`config.mk`:
```
export PLATFORM = sky130hd
export DESIGN_NAME = sd_sector_arbiter
export DESIGN_NICKNAME = d
export VERILOG_FILES = /design/src/rtl/sd_sector_arbiter.sv
export SDC_FILE = /design/constraint.sdc
export NUM_CORES = 1
export LEC_CHECK = 0
export ABC_CLOCK_PERIOD_IN_PS = 2590
export BUFFER_PORTS_ARGS = -buffer_cell sky130_fd_sc_hd__buf_2
export CORE_MARGIN = 4
export CORE_UTILIZATION = 30
export DETAILED_ROUTE_END_ITERATION = 10
export GPL_ROUTABILITY_DRIVEN = 0
export GPL_TIMING_DRIVEN = 0
export HOLD_SLACK_MARGIN = 0.08
export PLACE_DENSITY = 0.72
export SLEW_MARGIN = 20
export SYNTH_ARGS = -nofsm -noshare
export SYNTH_HDL_FRONTEND = slang
export SYNTH_SLANG_ARGS = --single-unit
```
`constraint.sdc`:
```
create_clock -name clk -period 2.59 [get_ports clk]
set_input_delay 0.259 -clock clk [delete_from_list [all_inputs] [get_ports clk]]
set_output_delay 0.259 -clock clk [all_outputs]
set_load 0.005 [all_outputs]
```
`src/rtl/sd_sector_arbiter.sv`:
```
// sd_sector_arbiter
// Round-robin arbiter that funnels sector-transfer requests from the Apple II
// storage devices (floppy 1, HDD, floppy 2) onto the single host block
// channel. It latches one requester's LBA and direction, drives a registered
// rd/wr request to the host, and returns the host ack only to the granted
// device. It also muxes the granted device's buffer data back to the host.
//
// Optional feature: define SD_ARB_TIMEOUT_EN to enable a watchdog. The
// watchdog aborts a request that stays in REQ/XFER for TIMEOUT_CYCLES clocks
// and pulses timeout_err. Without the macro, timeout_err is tied low and a
// transfer waits indefinitely for the host.
module sd_sector_arbiter #(
    parameter int NUM_CH         = 3,
    parameter int TIMEOUT_CYCLES = 1048576,
    parameter int GW             = (NUM_CH > 1) ? $clog2(NUM_CH) : 1
) (
    input  logic                  clk,
    input  logic                  reset_n,
    input  logic [32*NUM_CH-1:0]  ch_lba,
    input  logic [NUM_CH-1:0]     ch_rd,
    input  logic [NUM_CH-1:0]     ch_wr,
    output logic [NUM_CH-1:0]     ch_ack,
    input  logic [8*NUM_CH-1:0]   ch_buff_din,
    output logic [31:0]           host_lba,
    output logic                  host_rd,
    output logic                  host_wr,
    input  logic                  host_ack,
    output logic [7:0]            host_buff_din,
    output logic [GW-1:0]         grant,
    output logic                  busy,
    output logic                  timeout_err
);

    typedef enum logic [1:0] {
        ST_IDLE = 2'd0,
        ST_REQ  = 2'd1,
        ST_XFER = 2'd2
    } state_t;

    state_t          state_r;
    state_t          state_s;
    logic [GW-1:0]   last_r;
    logic [GW-1:0]   sel_s;
    logic            sel_vld_s;
    logic            sel_wr_s;
    logic            dir_wr_r;
    logic            ack_d_r;
    logic            ack_rise_s;
    logic            ack_fall_s;
    logic            tmo_hit_s;

    assign ack_rise_s = host_ack & ~ack_d_r;
    assign ack_fall_s = ~host_ack & ack_d_r;

    // Round-robin pick: first pending channel starting at last+1, rd beats wr.
    always_comb begin
        int idx_v;
        idx_v     = 0;
        sel_s     = '0;
        sel_vld_s = 1'b0;
        sel_wr_s  = 1'b0;
        for (int k = 1; k <= NUM_CH; k++) begin
            idx_v = (int'(last_r) + k) % NUM_CH;
            if (!sel_vld_s && (ch_rd[idx_v] || ch_wr[idx_v])) begin
                sel_vld_s = 1'b1;
                sel_s     = GW'(idx_v);
                sel_wr_s  = ~ch_rd[idx_v];
            end else begin
                sel_vld_s = sel_vld_s;
            end
        end
    end

`ifdef SD_ARB_TIMEOUT_EN
    localparam int TW = $clog2(TIMEOUT_CYCLES) + 1;

    logic [TW-1:0] tmo_cnt_r;

    assign tmo_hit_s = (state_r != ST_IDLE) && (tmo_cnt_r == TW'(TIMEOUT_CYCLES - 1));

    // Watchdog counter: held at zero in IDLE, so it starts from zero on REQ entry.
    always_ff @(posedge clk or negedge reset_n) begin
        if (!reset_n) begin
            tmo_cnt_r   <= '0;
            timeout_err <= 1'b0;
        end else begin
            timeout_err <= tmo_hit_s;
            if (state_r == ST_IDLE) begin
                tmo_cnt_r <= '0;
            end else begin
                tmo_cnt_r <= tmo_cnt_r + TW'(1);
            end
        end
    end
`else
    assign tmo_hit_s   = 1'b0;
    assign timeout_err = 1'b0;
`endif

    // Next-state logic; a watchdog abort takes priority over host ack edges.
    always_comb begin
        state_s = state_r;
        case (state_r)
            ST_IDLE: begin
                if (sel_vld_s) state_s = ST_REQ;
                else           state_s = ST_IDLE;
            end
            ST_REQ: begin
                if (tmo_hit_s)       state_s = ST_IDLE;
                else if (ack_rise_s) state_s = ST_XFER;
                else                 state_s = ST_REQ;
            end
            ST_XFER: begin
                if (tmo_hit_s)       state_s = ST_IDLE;
                else if (ack_fall_s) state_s = ST_IDLE;
                else                 state_s = ST_XFER;
            end
            default: state_s = ST_IDLE;
        endcase
    end

    // State, request outputs and ack edge history.
    always_ff @(posedge clk or negedge reset_n) begin
        if (!reset_n) begin
            state_r <= ST_IDLE;
            busy    <= 1'b0;
            host_rd <= 1'b0;
            host_wr <= 1'b0;
            ack_d_r <= 1'b0;
        end else begin
            state_r <= state_s;
            busy    <= (state_s != ST_IDLE);
            // Request is raised one cycle after REQ entry and held until leaving REQ.
            host_rd <= (state_r == ST_REQ) && (state_s == ST_REQ) && !dir_wr_r;
            host_wr <= (state_r == ST_REQ) && (state_s == ST_REQ) && dir_wr_r;
            ack_d_r <= host_ack;
        end
    end

    // Grant latch in IDLE and round-robin pointer update on return to IDLE.
    always_ff @(posedge clk or negedge reset_n) begin
        if (!reset_n) begin
            grant    <= '0;
            host_lba <= 32'd0;
            dir_wr_r <= 1'b0;
            last_r   <= GW'(NUM_CH - 1);
        end else begin
            if ((state_r == ST_IDLE) && sel_vld_s) begin
                grant    <= sel_s;
                host_lba <= ch_lba[{sel_s, 5'd0} +: 32];
                dir_wr_r <= sel_wr_s;
            end else begin
                dir_wr_r <= dir_wr_r;
            end
            if ((state_r != ST_IDLE) && (state_s == ST_IDLE)) begin
                last_r <= grant;
            end else begin
                last_r <= last_r;
            end
        end
    end

    // Route host ack to the granted channel only, and only while a transfer is active.
    always_comb begin
        ch_ack = '0;
        for (int i = 0; i < NUM_CH; i++) begin
            if ((state_r != ST_IDLE) && !tmo_hit_s && (grant == GW'(i))) begin
                ch_ack[i] = host_ack;
            end else begin
                ch_ack[i] = 1'b0;
            end
        end
    end

    assign host_buff_din = ch_buff_din[{grant, 3'd0} +: 8];

endmodule

```
* Yosys cells after proc, flatten, opt, wreduce, memory -nomap -nowiden *
Index checks and enable logic that the tools add are counted.

storage, ports and cells
  register bits after elaboration = 43
  bits in latches = 0
  bits in writable memories = 0
  memory bits (read-only) = 0
  input port bits = 129
  output and inout bits = 49
  memories = 0

cells by class
  add/subtract/negate cells = 3
  multiply operators = 0
  divide/modulo/power cells = 3
  order comparisons = 3
  eq/ne operators = 5
  shift-type cells = 2
  multiplexer cells = 34
  bitwise gates (word level) = 7
  reduce and logical (&&, ||, !) cells = 21

operator list
  operator               number
  $lt 32x4->1 const B    3
  $mod 32x3->32 const B  3
  $shiftx 96x8->32       1
  $shiftx 24x6->8        1
  $mux 1                 22
  $bmux 1 s2             6
  $logic_and 1x1->1      10
  $mux 2                 5
  $add 2x2->3 const B    2
  $eq 2x1->1 const B     3
  $logic_not 2->1        3
  $pmux 2 s3             1
  $not 1->1              5
  $eq 2x2->1 const B     2
  $reduce_bool 2->1      2
  $add 2x1->3 const B    1
  $logic_not 1->1        3
  $logic_or 1x1->1       3
  $and 1x1->1            2

* Longest topological paths before layout *
Gate-level depths: netlist (run 1).

  depth after elaboration = 18
  gate-level depth with buffers = 12
  mapped depth without buffers = 8

* Worst setup path after synthesis (run 1) *
No wires, ideal clock.

  path kind = register to register
  from = register last_r[1]
  to = register host_lba[0]
  setup time = 0.094 ns
  arrival = 2.396 ns
  data required time = 2.496 ns
  setup slack = 0.100 ns
  stages on the path, launching flop included = 10
  buffers on the path = 2
  path through = dfstp_2 ha_1 buf_6 nor2b_2 o2bb2ai_2 or3_4 and3_4 o21a_1 buf_6 a221oi_2

on the way
  cells in the longest elaborated chain, start to end = 14

RTL lines
  item                                                   line      source
  start, declared                                        42        logic [GW-1:0] last_r;
  start signal, assigned                                 146       last_r <= GW'(NUM_CH - 1);
  start signal, assigned                                 156       last_r <= grant;
  start signal, assigned                                 158       last_r <= last_r;
  $add 2x1->3                                            63        idx_v = (int'(last_r) + k) % NUM_CH;
  $mod 32x3->32                                          63
  $bmux 1 s2                                             64        if (!sel_vld_s && (ch_rd[idx_v] || ch_wr[idx_v])) begin
  $mux 1 (not written as such) (2 in series)             64
  $logic_or 1x1->1                                       64
  $mux 1                                                 64
  $logic_not 1->1                                        64
  $logic_and 1x1->1                                      64
  $mux 1                                                 64
  $logic_not 1->1                                        64
  $logic_and 1x1->1                                      64
  $mux 2 or $mux 1 (tied branches)                       64
  $shiftx 96x8->32 or $logic_and 1x1->1 (tied branches)  150, 148
  end signal, assigned                                   150       host_lba <= ch_lba[{sel_s, 5'd0} +: 32];
  end, declared                                          24        output logic [31:0] host_lba,

Parallel ways exist; a longest one is shown, timed or not. The select of a mux whose other input is x is not followed.
A chain may end at the register's enable or synchronous reset.

* Final worst setup path (run 1) *
  from = register last_r[1]
  to = register host_lba[2]

The elaborated chain is that of the path after synthesis.

==> results.json, run 1 <==
{
  "cap_violations": 0,
  "crit_path_cell_trace": "inv_2 -> ha_4 -> buf_8 -> mux2i_4 -> o2bb2ai_4 -> or4_4 -> o211ai_4 -> buf_12 -> buf_12 -> mux2i_4 -> a221oi_4",
  "portBuffers": 176,
  "ctsRootBufferMaster": "clkbuf_8",
  "start_util": 0.3071,
  "crit_path_max_incr_delay_ps": 590,
  "synth-seq-cells": 43,
  "drc": 0,
  "antenna_found_initial": 0,
  "placed_cells": 563,
  "synth_seq_area_share": 0.3815,
  "timing.final.max_slew_violations": 0,
  "hold_class": "in -> reg",
  "end_kind": "flip-flop",
  "dp_hpwl_um": 7000,
  "path_buf_inv": 4,
  "grt_overflow": 0,
  "crit_family": "flip-flops",
  "grt_pass1_wl_um": 14500,
  "p_total_uw": 6659,
  "synthesis.nets": 409,
  "stdcell_area_mm2": 0.004415,
  "grt_max_degree": 44,
  "multi_input_area_mm2": 0.001737,
  "syn_area_per_cell_um2": 10.23,
  "fmax_mhz": 380.4,
  "status": "finished with violations",
  "die_w_um": 105.0,
  "wirelength_um": 9638,
  "cp_slowest_cell": "dfstp_2",
  "startpoint_type": "flip-flop",
  "htree_levels": 2,
  "yosys_warnings": 0,
  "worstMarginPinSlew_ps": 560.1,
  "rsz0062_at_grt": "true",
  "insertion_delay_ps": 300,
  "pwr-share-seq": 0.181,
  "num-nets-final": 609,
  "combinationalPowerShare": 0.753,
  "p_sw_frac": 0.4269,
  "final_util": 0.4801,
  "clock_path_buffers": 2,
  "io_pins": 178,
  "p_int_uw": 3817,
  "firstDrtPassIters": 4,
  "placed_cell_area_mm2": 0.003844,
  "arrival_ps": 2810,
  "worst_ep_required_time_ps": 2770,
  "fin_crit_ps": 2629,
  "netlist_area_mm2": 0.002824,
  "first_global_vias": 2954,
  "track_usage": 0.1598,
  "dr_total_vias": 3004,
  "area_growth_pct": 56.36,
  "wl_per_cell_um": 16.39,
  "cts_buffers": 5,
  "setup_viol": 11,
  "path_class": "reg -> reg",
  "rows": 35,
  "drt_iter0_drc": 97,
  "finalHoldViolCount": 0,
  "cts_sinks": 43,
  "synth.distinct_cells": 43,
  "netSwitchingPower_uw": 2842,
  "area.sequential_mm2": 0.001077,
  "max-vdd-ir-drop_mv": 0.7386,
  "p_per_area_mw_per_mm2": 1508,
  "cts_tree": "done",
  "final_cells": 588,
  "slew_headroom": 0.6266,
  "power.leakage_uw": 0.002125,
  "avgViaCountPerCell": 5.109,
  "n_antenna_cell": 0,
  "violations": "setup timing",
  "worst_slack_ps": -38.84,
  "fin_crit_sh": 1.015,
  "drive_gt1_frac": 0.5472,
  "worstPathMaxFanout": 7,
  "worst-r2r-setup-slack_ps": -40,
  "drt.antenna.violating_nets": 0,
  "core-area_mm2": 0.009196,
  "fillers": 874,
  "die_h_um": 105.0,
  "clk_pin_slew_ps": 90,
  "skew_ps": 11.60,
  "syn_inst": 276,
  "dieArea_mm2": 0.01103,
  "tns_ps": -239.6,
  "power.clock.fraction": 0.066
}
-- Yosys cell counts, drive strengths merged --
cell / count / share of area
o21ai: 36 / 0.065
conb: 1 / 0.0013
or3: 1 / 0.0040
clkbuf: 10 / 0.014
o2bb2ai: 2 / 0.011
inv: 20 / 0.027
a21oi: 1 / 0.0018
a211o: 1 / 0.0031
ha: 4 / 0.018
o22ai: 2 / 0.0044
nor3: 3 / 0.0053
a221oi: 14 / 0.068
mux2: 2 / 0.0080
nor3b: 2 / 0.0053
nand4bb: 1 / 0.0040
nand2: 18 / 0.024
a32oi: 18 / 0.056
mux2i: 46 / 0.16
dfrtp: 42 / 0.37
o31ai: 2 / 0.0071
o22a: 2 / 0.0062
o21a: 1 / 0.0027
and2: 1 / 0.0022
or4: 1 / 0.0040
nor2: 20 / 0.027
o211ai: 4 / 0.020
dfstp: 1 / 0.0093
a21o: 2 / 0.0053
buf: 12 / 0.046
o31a: 1 / 0.0031
nor2b: 2 / 0.0053
and3: 1 / 0.0040
nand2b: 2 / 0.0044
-- layer usage --
| layer | share of wire | up-vias | global-route usage |
|---|---|---|---|
| met1 | 0.41 | 1455 | 0.2027 |
| met4 | 0.010 | 0 | 0.01968 |
| li1 | - | 1418 | - |
| met5 | 0 | - | 0 |
| met2 | 0.52 | 121 | 0.2823 |
| met3 | 0.061 | 10 | 0.03891 |
-- kinds of logic after synthesis --
logic type               synth area share
buffers and inverters             0.08595
adder cells (fa/ha/maj)           0.01772
other                            0.001328
flip-flops                         0.3815
AND/OR/NAND/NOR                   0.08905
multiplexers                       0.1710
AO/OA/AOI/OAI                      0.2534
-- placed cells by master (no fill, tap or decap), types with 14 or more instances in the layout --
cell     instances
a32oi_1         18
nand2_1         18
mux2i_1         34
o21ai_0         14
inv_1           19
nor2_1          20
buf_2          176
dfrtp_1         42
o21ai_1         21
buf_4           18
-- cell type report --
type / instances / share of cell area
buffer: 21 / 0.04761
clock inverter: 3 / 0.004534
multi-input combinational: 191 / 0.3933
inverter: 20 / 0.01700
clock buffer: 5 / 0.01559
timing repair buffer: 194 / 0.2465
sequential: 43 / 0.2440
tap: 111 / 0.03145
-- per-stage QoR --
stage	hold slack, ps	worst slack [ps]
5_1_grt	116.3	-158.7
2_1_floorplan	-36.59	100.5
6_report	135.3	-38.84
3_5_place_dp	430.2	-274.1
4_1_cts	124.4	-12.95
3_3_place_gp	420.9	-187.8
-- power groups by stage --
stage          clock (uW)  combinational, uW  sequential, uW
6_report              436               5020            1210
5_1_grt               481               5410            1250
4_1_cts               452               4390            1200
3_5_place_dp            0               3720            1200
3_3_place_gp            0               3630            1190
2_1_floorplan           0               2630            1220
-- final timing paths --
| kind | start | to | cells after the start |
|---|---|---|---|
| worst max-delay path | last_r[1] | host_lba[2] | 11 |
| worst min-delay path | host_ack | ack_d_r | 1 |
| worst max register to register | last_r[1] | host_lba[2] | 11 |
| worst min register to register | dir_wr_r | host_rd | 1 |
| max in group asynchronous | reset_n | last_r[1] | 2 |
| min in group asynchronous | reset_n | host_lba[14] | 2 |
-- registers in the layout, summed over array words and instances (netlist names) --
name,count
host_lba,32
grant,2
last_r,2
state_r,2
ack_d_r,1
busy,1
dir_wr_r,1
host_rd,1
host_wr,1
-- what timing repair did --
item / in CTS / in global routing
hold buffers: 0 / 1
hold endpoints to repair: 0 / 42
gates resized for setup: 30 / 46
pin swaps: 8 / 6
setup endpoints to repair: 37 / 33
buffers inserted: 6 / 8
cloned: 1 / 2
Power figures use the tool's default switching activity.
==> inputs of run 2 (changes only) <==
- ABC_AREA: unset -> 1
- PLACE_DENSITY: 0.72 -> 0.7
==> results.json, run 2 <==
{
  "status": "complete, no violations",
  "synth_compound_area_frac": 0.05594,
  "antenna_found_initial": 0,
  "syn_inst": 488,
  "io_pins": 178,
  "p_total_uw": 6590,
  "wl_per_cell_um": 12.42,
  "grt_overflow": 0,
  "grt_max_degree": 44,
  "crit_path_start": "last_r[1]",
  "r2r_start": "last_r[1]",
  "ff2ff_path_depth": 15,
  "setup_viol": 0,
  "grt_pass1_wl_um": 15550,
  "synth.cells.most_frequent": "160 x nand2_1, 94 x nand3_1, 72 x inv_1, 42 x dfrtp_1, 27 x nor2_1",
  "hold_slack_ps": 111.6,
  "synthFlopType": "dfrtp_1",
  "end_kind": "flip-flop",
  "worstMarginPinSlew_ps": 564.1,
  "stdcell_area_mm2": 0.004427,
  "htree_levels": 2,
  "wl_met3_um": 778,
  "synth_area_leader_cell": "dfrtp_1",
  "track_usage": 0.1604,
  "worst_ep_required_time_ps": 2740,
  "yosysMostFrequentCell": "nand2_1",
  "ctsRootBufferMaster": "clkbuf_8",
  "rsz0062_at_grt": "false",
  "die_h_um": 109.8,
  "skew_ps": 13.30,
  "insertion_delay_ps": 290,
  "drt.antenna.violating_nets": 0,
  "num-nets-final": 813,
  "wl_met1_um": 4682,
  "yosys_warnings": 0,
  "placed_cells": 797,
  "firstDrtPassIters": 4,
  "clk_pin_slew_ps": 80,
  "core-area_mm2": 0.009955,
  "power.leakage_uw": 0.002654,
  "dieArea_mm2": 0.01206,
  "largest_register_ffs": 32,
  "arrival_ps": 2580,
  "syn_area_per_cell_um2": 6.371,
  "dp_hpwl_um": 7834,
  "hold_class": "in -> reg",
  "fillers": 1077,
  "synthAdderAreaFrac": 0.01610,
  "top_register": "host_lba",
  "rows": 36,
  "worstPathMaxFanout": 10,
  "n_antenna_cell": 0,
  "synth.mux.area_fraction": 0,
  "synth.distinct_cells": 27,
  "synth_area_leaders": "dfrtp_1 34%, nand2_1 19%, nand3_1 15%",
  "synthesis.nets": 621,
  "area_growth_pct": 42.37,
  "fin_crit_ps": 2428,
  "synth-seq-cells": 43,
  "crit_end": "grant[1]",
  "cts_buffers": 5,
  "startpoint_type": "flip-flop",
  "cap_violations": 0,
  "synthArstFlopShare": 1.000,
  "timing.final.max_slew_violations": 0,
  "final_cell_mix": "181 x buf_2, 160 x nand2_1, 94 x nand3_1",
  "final_cells": 814,
  "worst-r2r-setup-slack_ps": 160,
  "netlist_area_mm2": 0.003109,
  "dr_total_vias": 3565,
  "drive_gt1_frac": 0.3612,
  "max-vdd-ir-drop_mv": 0.5328,
  "final_common_cell": "buf_2",
  "fin_crit_sh": 0.9375,
  "synth-xor-area-share": 0,
  "start_util": 0.3123,
  "cts_tree": "done",
  "drc": 0,
  "synth_seq_area_share": 0.3465,
  "cts_sinks": 43,
  "r2r_end": "grant[1]",
  "p_per_area_mw_per_mm2": 1489,
  "dr.max_layer_used": "met4",
  "finalHoldViolCount": 0,
  "portBuffers": 176,
  "synth-edff-count": 0,
  "synth_top_cell_area_share": 0.3380,
  "clock_path_buffers": 2,
  "synth-simple-area-share": 0.4459,
  "path_class": "reg -> reg",
  "tns_ps": 0,
  "slew_headroom": 0.6240,
  "synth_top_family_by_area": "simple AND/OR/NAND/NOR gates",
  "fmax_mhz": 411.8,
  "drt_iter0_drc": 267,
  "die_w_um": 109.8,
  "wirelength_um": 10110,
  "placed_cell_area_mm2": 0.004156,
  "first_global_vias": 3324,
  "avgViaCountPerCell": 4.380,
  "route.met2.wl_um": 4632
}
## run 2: changes by cell type after synthesis, moves of 25 or more
cell     delta
inv_1      +52
mux2i_1    -46
nand2_1   +142
nand3_1    +94
o21ai_0    -25
## run 2: report_power, final
part	total [uW]	internal (uW)	switching, uW
clock	540	312	228
sequential	1200	1020	178
combinational	4850	1930	2920
## run 2: per-stage QoR
| stage | setup slack (ps) | util |
|---|---|---|
| 6_report | 161.8 | 0.4447 |
| 5_1_grt | 5.103 | 0.4447 |
| 4_1_cts | 0.7252 | 0.4307 |
| 3_5_place_dp | -85.81 | 0.4175 |
| 3_3_place_gp | -3.521 | 0.4175 |
| 2_1_floorplan | 386.5 | - |
## run 2: what timing repair did
action,4_1_cts,5_1_grt
gates resized for setup,4,14
hold buffers,0,1
pin swaps,0,3
cloned,0,1
endpoints found under the setup margin,11,31
setup buffers,0,7
endpoints found under the hold margin,0,42
## run 2: cell families after synthesis
logic type / count (synthesis)
buffers and inverters: 98
AND/OR/NAND/NOR: 311
AO/OA/AOI/OAI: 31
adder cells (fa/ha/maj): 4
flip-flops: 43
other: 1
## run 2: worst max-delay path: stages, from the launching register on
cell       delay, ps
dfstp_2          560
inv_1             70
ha_2             210
inv_2            100
nand2_1           70
nand3_1           90
nand2_2          100
nor2_8           180
nand2_2           80
nor2_4           120
nand2_2           90
buf_6            150
a21oi_4          140
buf_12           140
clkbuf_16        150
a21oi_1           40
## run 2: routing by layer
layer  track usage  up-vias
met1        0.2143     1530
met3       0.02995        2
met4       0.02226        0
met5             0        -
li1              -     1897
met2        0.2747      136
## run 2: area by class of cell
type | count | area [um^2] | share of cell area
buffer | 20 | 147.6 | 0.03335
clock buffer | 6 | 82.58 | 0.01865
clock inverter | 2 | 35.03 | 0.007914
inverter | 78 | 297.8 | 0.06727
multi-input combinational | 347 | 1637 | 0.3697
sequential | 43 | 1077 | 0.2434
tap | 133 | 166.4 | 0.03759
timing repair buffer | 185 | 983.4 | 0.2222
## run 2: how the worst min path moves through the flow
stage | start | endpoint | slack, ps | depth (start not counted)
4_1_cts | host_ack | ack_d_r | 100 | 1
5_1_grt | host_ack | ack_d_r | 110 | 1
3_5_place_dp | host_ack | ack_d_r | 410 | 1
3_3_place_gp | dir_wr_r | host_rd | 410 | 1
6_report | host_ack | ack_d_r | 110 | 1
2_1_floorplan | reset_n | ack_d_r | -40 | 0
